[src/rtl/guess_entry_ctrl.sv]
// Purpose : player digit entry for the guessing game; increment/decrement per digit, confirm, attempt tracking, lockout.
// Latency : a raw button first sampled at edge k acts at edge k+2; guess_valid rises at the confirm action edge.
// Backpress: guess_valid holds the latched guess until guess_ack; all button edges are dropped while a guess is pending.
//
// Ports:
//   clk, restart          clock and asynchronous active-high reset
//   max_digits            active digit count (clamped to NUM_DIGITS)
//   inc_btn, dec_btn      raw per-digit buttons; confirm raw confirm button
//   guess_ack, guess_hit  comparator acceptance and hit qualifier
//   display_digits        live entry digits, 4 bits each
//   guess_digits          latched guess, guess_valid pending flag
//   attempts_used, won, out_of_attempts, locked   game status
module guess_entry_ctrl #(
    parameter int NUM_DIGITS   = 3,
    parameter int RADIX        = 10,
    parameter int MAX_ATTEMPTS = 7,
    parameter int ATTEMPT_W    = 4
) (
    input  logic                      clk,
    input  logic                      restart,
    input  logic [3:0]                max_digits,
    input  logic [NUM_DIGITS-1:0]     inc_btn,
    input  logic [NUM_DIGITS-1:0]     dec_btn,
    input  logic                      confirm,
    input  logic                      guess_ack,
    input  logic                      guess_hit,
    output logic [4*NUM_DIGITS-1:0]   display_digits,
    output logic [4*NUM_DIGITS-1:0]   guess_digits,
    output logic                      guess_valid,
    output logic [ATTEMPT_W-1:0]      attempts_used,
    output logic                      won,
    output logic                      out_of_attempts,
    output logic                      locked
);

    localparam logic [3:0]           DIGIT_MAX = 4'(RADIX - 1);
    localparam logic [ATTEMPT_W-1:0] ATT_LIMIT = ATTEMPT_W'(MAX_ATTEMPTS);
    localparam bit                   LIMITED   = (MAX_ATTEMPTS != 0);

    typedef enum logic [1:0] {
        ENTRY   = 2'd0,
        PENDING = 2'd1,
        LOCKED  = 2'd2
    } state_t;

    state_t state;

    // Three-flop chains: two for metastability, the third to find the rising edge.
    logic [NUM_DIGITS-1:0] inc_s1, inc_s2, inc_s3;
    logic [NUM_DIGITS-1:0] dec_s1, dec_s2, dec_s3;
    logic                  conf_s1, conf_s2, conf_s3;

    always_ff @(posedge clk or posedge restart) begin
        if (restart) begin
            inc_s1  <= '0;
            inc_s2  <= '0;
            inc_s3  <= '0;
            dec_s1  <= '0;
            dec_s2  <= '0;
            dec_s3  <= '0;
            conf_s1 <= 1'b0;
            conf_s2 <= 1'b0;
            conf_s3 <= 1'b0;
        end else begin
            inc_s1  <= inc_btn;
            inc_s2  <= inc_s1;
            inc_s3  <= inc_s2;
            dec_s1  <= dec_btn;
            dec_s2  <= dec_s1;
            dec_s3  <= dec_s2;
            conf_s1 <= confirm;
            conf_s2 <= conf_s1;
            conf_s3 <= conf_s2;
        end
    end

    logic [NUM_DIGITS-1:0] inc_edge, dec_edge;
    logic                  conf_edge;

    assign inc_edge  = inc_s2 & ~inc_s3;
    assign dec_edge  = dec_s2 & ~dec_s3;
    assign conf_edge = conf_s2 & ~conf_s3;

    logic [3:0] active_cnt;
    assign active_cnt = (max_digits > 4'(NUM_DIGITS)) ? 4'(NUM_DIGITS) : max_digits;

    // digit_nxt: entry update with button edges applied.
    // digit_clr: only the inactive-digit clearing, used on the confirm cycle
    // where digit edges are discarded.
    logic [4*NUM_DIGITS-1:0] digit_nxt;
    logic [4*NUM_DIGITS-1:0] digit_clr;

    always_comb begin
        digit_nxt = display_digits;
        digit_clr = display_digits;
        for (int i = 0; i < NUM_DIGITS; i++) begin
            if (4'(i) >= active_cnt) begin
                digit_nxt[4*i +: 4] = 4'd0;
                digit_clr[4*i +: 4] = 4'd0;
            end else if (inc_edge[i] && !dec_edge[i]) begin
                digit_nxt[4*i +: 4] = (display_digits[4*i +: 4] == DIGIT_MAX)
                                      ? 4'd0 : display_digits[4*i +: 4] + 4'd1;
            end else if (dec_edge[i] && !inc_edge[i]) begin
                digit_nxt[4*i +: 4] = (display_digits[4*i +: 4] == 4'd0)
                                      ? DIGIT_MAX : display_digits[4*i +: 4] - 4'd1;
            end
        end
    end

    logic [ATTEMPT_W-1:0] attempts_nxt;
    assign attempts_nxt = (&attempts_used) ? attempts_used : attempts_used + 1'b1;

    always_ff @(posedge clk or posedge restart) begin
        if (restart) begin
            state           <= ENTRY;
            display_digits  <= '0;
            guess_digits    <= '0;
            guess_valid     <= 1'b0;
            attempts_used   <= '0;
            won             <= 1'b0;
            out_of_attempts <= 1'b0;
        end else begin
            case (state)
                ENTRY: begin
                    if (conf_edge) begin
                        guess_digits   <= display_digits;
                        guess_valid    <= 1'b1;
                        display_digits <= digit_clr;
                        state          <= PENDING;
                    end else begin
                        display_digits <= digit_nxt;
                    end
                end
                PENDING: begin
                    if (guess_ack) begin
                        guess_valid   <= 1'b0;
                        attempts_used <= attempts_nxt;
                        if (guess_hit) begin
                            won   <= 1'b1;
                            state <= LOCKED;
                        end else if (LIMITED && attempts_nxt == ATT_LIMIT) begin
                            out_of_attempts <= 1'b1;
                            state           <= LOCKED;
                        end else begin
                            state <= ENTRY;
                        end
                    end
                end
                LOCKED: begin
                    state <= LOCKED;
                end
                default: begin
                    state <= ENTRY;
                end
            endcase
        end
    end

    assign locked = won | out_of_attempts;

endmodule

[config.mk]
export PLATFORM = sky130hd
export DESIGN_NAME = guess_entry_ctrl
export DESIGN_NICKNAME = d
export VERILOG_FILES = /design/src/rtl/guess_entry_ctrl.sv
export SDC_FILE = /design/constraint.sdc
export NUM_CORES = 1
export LEC_CHECK = 0
export CAP_MARGIN = 15
export CORE_ASPECT_RATIO = 0.7
export CORE_MARGIN = 8
export CORE_UTILIZATION = 49
export CTS_BUF_LIST = sky130_fd_sc_hd__clkbuf_8
export DETAILED_ROUTE_END_ITERATION = 10
export PLACE_DENSITY = 0.89
export SYNTH_ARGS = -nofsm -noshare
export SYNTH_HDL_FRONTEND = slang
export SYNTH_SLANG_ARGS = --single-unit
[constraint.sdc]
create_clock -name clk -period 1.6 [get_ports clk]
set_input_delay 0.24 -clock clk [delete_from_list [all_inputs] [get_ports clk]]
set_output_delay 0.24 -clock clk [all_outputs]
set_load 0.01 [all_outputs]
==> results.yml <==
floorplanning:
  die_h_microns: 77.5
  dieArea_sq_um: 8050
  core-area_sq_um: 5230
  dieWidth_microns: 104
  initial_core_util: 0.506
  pin_count: 47
  rows: 22
global_route:
  grt_pass1_wl_microns: 11200
  antenna_found_initial: 0
  gr-total-overflow: 0
  grt_max_degree: 55
  grt_util_all_layers: 0.166
  grt_pass1_vias: 2217
drt:
  drc: 0
  dr.pass1.iters: 5
  routed_via_density: 5.61
  antenna_left: 0
  drt_iter0_drc: 93
  wirelength_microns: 7220
  via_count: 2251
  wl_per_cell_microns: 18.0
sta:
  relSlewSlack: 0.711
  setup_viol: 4
  finalCritPeriodShare: 1.05
  setup_ws_ns: -0.0786
  hold_violations: 0
  tightest_slew_ns: 0.429
  fin_hold_ws_ns: 0.340
  max_freq_ghz: 0.596
  period_needed_ns: 1.68
  rsz0062_at_grt: "true"
  finalMaxSlewViolations: 0
  clock_skew_ns: 0.00875
min_path:
  min_path_type: "in2async"
logic_synthesis:
  yosysTopAreaCell: "dfrtp_1"
  synth_ff_type: "dfrtp_1"
  ys_ff_latch: 54
  ys_seq_area_frac: 0.510
  synth_cell_types: 56
  synth_cells: 239
  synth_area_leaders: "dfrtp_1, mux2_2, ha_1, a21oi_1, nand2_1"
  yosys_warnings: 0
  async_reset_ff_frac: 1.00
  syn_avg_cell_area_sq_um: 11.1
  synth_nets: 266
  netlist_top_cells_count: "dfrtp_1, nand2_1, mux2_2"
  synth_most_common_cell: "dfrtp_1"
  yosys.area.top_type_share: 0.510
  synth_edf_count: 0
  synth_area_sq_um: 2650
clock_network:
  cts_buffers: 5
  clock_latency_ns: 0.32
  clockBufferDepth: 2
  cts_tree: "done"
  clkTransAtPathRegs_ns: 0.09
  postCtsHoldBufs: 0
  cts_sinks: 54
  root_buffer: "clkbuf_8"
  htree_levels: 2
setup_path:
  crit_path_start_kind: "flop"
  r2r_setup_slack_ns: -0.08
  crit_type: "reg2reg"
  max_stage_delay_ns: 0.51
  crit_path_top_delay_cell: "dfrtp_1"
  required_ns: 1.84
  reg2regPathDepth: 5
  cp-end-kind: "flop"
  cp.arrival_ns: 1.92
  crit_fanout: 6
  reg2reg_to: "display_digits[6]"
  path_cells: "buf_4, nand2b_4, o211ai_1, a2111oi_2, o22a_1"
  crit_family: "compound AO/OA/AOI/OAI gates"
  r2r_start: "display_digits[7]"
  worst-path-buf-inv: 1
placed_design:
  gp_congestion: 0.917
  dp_hpwl_microns: 4630
  port_buffers: 46
job:
  drv_cap: 0
cells_and_area:
  num_antenna_cells: 0
  drive_above_1_share: 0.325
  fillers: 343
  nNetsFinal: 355
  area_delta_synth_final_pct: 43.5
power:
  power.density_nw_per_um2: 1800
  p_leak_nw: 1.71
  vdd_drop_max_mv: 0.895
  finalPower_mw: 6.83
status:
  violations: "negative setup slack"
  status: "finished, violations left"
[placed cells by master (no fill, tap or decap), types with 3 or more instances in the layout]
cell type and instances:
a21o_1 6, mux2_2 14, o22ai_1 5, dlymetal6s2s_1 4, clkdlybuf4s50_1 35, o211ai_1 3
inv_1 10, a21oi_1 9, clkbuf_8 5, and3_1 3, dlygate4sd2_1 7, o21ai_0 7
nor3_1 4, buf_6 3, nor2_1 12, nand3_1 5, nand2b_1 4, ha_1 8
a21oi_2 4, buf_4 36, dfrtp_1 50, nand2_1 15, o2bb2ai_1 3, dfrtp_2 4
o31ai_1 3, xor2_1 3
[per-layer routing]
layer  track usage  up-vias  wire (microns)
li1              -     1045               -
met1         0.220     1106            3190
met2         0.263       84            3380
met3        0.0520       16             530
met4        0.0302        0             112
met5             0        -               0
[through the flow]
stage | std cells | cell area, sq um | worst slack [ns] | utilization | setup TNS (ns)
finish | 401 | 3800 | -0.0786 | 0.727 | -0.206
global route | 401 | 3800 | -0.106 | 0.727 | -0.419
CTS | 394 | 3630 | -0.0291 | 0.693 | -0.0326
detailed placement | 383 | 3420 | -0.328 | 0.654 | -2.89
global placement | 383 | 3420 | -0.267 | 0.654 | -2.17
floorplan | 239 | 2660 | -0.0309 | - | -0.0309
[cell type report]
cell class                      instances  area [sq um]  area share
Clock buffer                            5          68.8      0.0181
Clock inverter                          3          43.8      0.0115
Inverter                               13          55.1      0.0145
Multi-Input combinational cell        166          1360       0.358
Sequential cell                        54          1360       0.357
Tap cell                               72          90.1      0.0237
Timing Repair Buffer                   88           826       0.217
[kinds of logic after synthesis]
group	synth area share
simple gates	0.131
flops	0.510
compound gates	0.190
mux	0.0633
fa+ha+maj	0.0567
xor+xnor	0.0165
buf+inv	0.0321
[worst max path at each step]
| stage | start | endpoint | slack, ns | cells after the start |
|---|---|---|---|---|
| 2_1_floorplan | display_digits[5] | display_digits[7] | -0.03 | 6 |
| 4_1_cts | max_digits[3] | display_digits[6] | -0.03 | 6 |
| 3_5_place_dp | max_digits[1] | display_digits[8] | -0.33 | 6 |
| 6_report | display_digits[7] | display_digits[6] | -0.08 | 5 |
| 3_3_place_gp | max_digits[3] | display_digits[6] | -0.27 | 6 |
| 5_1_grt | inc_s3[1] | display_digits[7] | -0.11 | 6 |
[registers in the layout (all words and copies together), names as in the netlist, 2 cells and up]
register and cells:
inc_s3 3, inc_s2 3, attempts_used 4, state 2, dec_s3 3, guess_digits 12, dec_s2 3, dec_s1 3
display_digits 12, inc_s1 3
[power breakdown]
group	internal (mW)	switching, mW
Combinational	1.97	1.85
Clock	0.470	0.470
Sequential	1.77	0.293
[worst register-to-register path: cells and delay by family, from the launching register on]
kind            cells  cell delay [ns]
compound gates      3             0.74
buf+inv             1             0.22
flops               1             0.51
simple gates        1             0.15
[timing repair]
item | 4_1_cts | 5_1_grt
resized for setup | 23 | 29
pin swaps | 8 | 12
endpoints found under the setup margin | 13 | 26
buffers inserted | 3 | 6
gates cloned | 0 | 1
(Power assumes the default switching activity.)
==> patch: new RTL, same flow settings <==
Encoding of `state_t`: now one-hot (3 bits for 3 states).
--- a/src/rtl/guess_entry_ctrl.sv
+++ b/src/rtl/guess_entry_ctrl.sv
@@ -38,8 +38,8 @@
     localparam bit                   LIMITED   = (MAX_ATTEMPTS != 0);
 
-    typedef enum logic [1:0] {
-        ENTRY   = 2'd0,
-        PENDING = 2'd1,
-        LOCKED  = 2'd2
+    typedef enum logic [2:0] {
+        ENTRY   = 3'b001,
+        PENDING = 3'b010,
+        LOCKED  = 3'b100
     } state_t;
 
Function: same outputs for any inputs over 10 cycles, from zero or initial values; not proved beyond that.
==> patch against the unedited design <==
Setup slack better by 0.11 ns. Final cell count shrank 10%. Die area is 4.3% lower. Synthesized area is 5.2% lower. Wire length decreased by 24%. Combinational power down 39%. Global-route usage fell by 2.0 points. Largest cell class is now sequential cells. Final area is 10% lower. Total power decreased by 23%. Hold slack worse by 0.051 ns. Critical path type unchanged. Sequential cell count up 1. Count of clock-buffer cells in the layout is the same. Clock power down 5.2%.
==> patch: results (changes against the unedited design) <==
diodes: 0  # unchanged
synth_top_flop_cell: "dfrtp_1"
fillers: 343  # unchanged
nNetsFinal: 305  # -14%
arrival_ns: 1.82  # -0.10 ns
synth.avg_cell_area_um2: 11.5  # +3.5%
synth_cell_types: 44  # -21%
setup_viol: 0  # -4
ctsResizeCount: 13  # -43%
postCtsSetupBuffers: 2  # -1
finClkSkew_ns: 0.00767  # -0.00109 ns
port_buffers: 46  # unchanged
wl_per_cell_um: 15.3  # -15%
swShare_pct: 33.8  # -4.5 points
ys_seq_area_share_pct: 54.9  # +3.8 points
clockRootBuffer: "clkbuf_8"
vias_per_cell: 5.40  # -3.8%
ir_worst_vdd_mv: 0.838  # -6.3%
drt_iter0_drc: 163  # +75%
synthTopCellsByCount: "dfrtp_1, nor2_1, mux2_2, nand2_1"
drive_gt1_share_pct: 27.9  # -4.6 points
synth_area_leaders: "dfrtp_1, mux2_2, nor2_1"
muxShareOfSynthArea_pct: 8.37  # +2.0 points
track_usage_pct: 14.5  # -2.0 points
largestRegisters: "display_digits (12), guess_digits (12), attempts_used (4)"
grt_pass1_wl_um: 8760  # -22%
post_dp_cell_area_um2: 3180  # -7.2%
synth_fa_ha_area_share_pct: 0.498  # -5.2 points
p_comb_share_pct: 44.0  # -12 points
seq-power_uw: 2070
htreeDepth: 2  # unchanged
status: "completed"
grt_pass1_vias: 1833  # -17%
reg2reg_depth: 5  # unchanged
p_int_uw: 3500  # -17%
grt_max_degree: 56  # +1.8%
cts_buffer_depth: 2  # unchanged
antenna_found_initial: 0  # unchanged
path_class: "reg2reg"
rrSetupSlack_ns: 0.03  # +0.11 ns
drv_cap: 0  # unchanged
drtPass1Iterations: 4  # -1
hold_ws_ns: 0.288  # -0.0514 ns
p_leak_uw: 0.00150  # -12%
synthXorXnorAreaFrac_pct: 3.49  # +1.8 points
r2r_end: "display_digits[5]$_DFFE_PP0P_"
syn_nets: 235  # -12%
crit-reg2reg-launch: "state[0]$_DFFE_PP1P_"
place.gp.congestion: 0.836  # -8.8%
dp_worst_setup_slack_ns: -0.126  # +0.203 ns
crit_fanout: 4  # -2
regArea_um2: 1390  # +2.7%
ys_warn_count: 0  # unchanged
dp.cells: 346  # -9.7%
vias: 1938  # -14%
synth_compound_area_share_pct: 12.8  # -6.3 points
tightestPinTransition_ns: 0.400  # -0.0290 ns
async_flop_share_pct: 100  # unchanged
hpwl_um: 3880  # -16%
==> patch: cell types whose count changed in the layout (fill, tap and decap cells not counted), moves of 5 or more <==
cell and change:
buf_4 -13, dfrtp_1 -8, dfrtp_2 +8, clkdlybuf4s50_1 +7, ha_1 -7, inv_1 -6, nand2_1 -5, nand3b_1 +5
nor2_1 +5, o22ai_1 -5
==> patch: worst max path at each step <==
stage / startpoint / slack (ns) / depth (start not counted) / to
2_1_floorplan: restart / 0.02 / 1 / attempts_used[0]$_DFFE_PP0P_
5_1_grt: state[0]$_DFFE_PP1P_ / -0.04 / 5 / display_digits[5]$_DFFE_PP0P_
3_5_place_dp: max_digits[3] / -0.13 / 4 / display_digits[8]$_DFFE_PP0P_
3_3_place_gp: max_digits[3] / -0.13 / 5 / display_digits[0]$_DFFE_PP0P_
6_report: state[0]$_DFFE_PP1P_ / 0.03 / 5 / display_digits[5]$_DFFE_PP0P_
4_1_cts: inc_s2[2]$_DFF_PP0_ / 0.0006 / 6 / display_digits[8]$_DFFE_PP0P_
==> patch: worst max-delay path, cell delays in order (launching register included) <==
cell      delay, ns
dfstp_2        0.54
nor3b_4        0.25
nand2b_4       0.09
or3_4          0.37
a211oi_2       0.15
a21o_1         0.11
==> patch: metal layers <==
layer / GRT usage (%) / part of all wire [%] / vias up
li1: - / - / 924
met1: 19.1 / 45 / 934
met2: 22.3 / 45 / 72
met3: 4.56 / 7.8 / 8
met4: 4.76 / 1.5 / 0
met5: 0 / 0 / -
==> patch: final cells by class <==
type | instances | area share (%)
clock buffers | 5 | 2.02
clock inverters | 3 | 1.21
inverters | 4 | 0.441
multi-input cells | 150 | 32.8
flip-flops and latches | 55 | 40.9
well taps | 69 | 2.54
repair buffers | 73 | 20.1
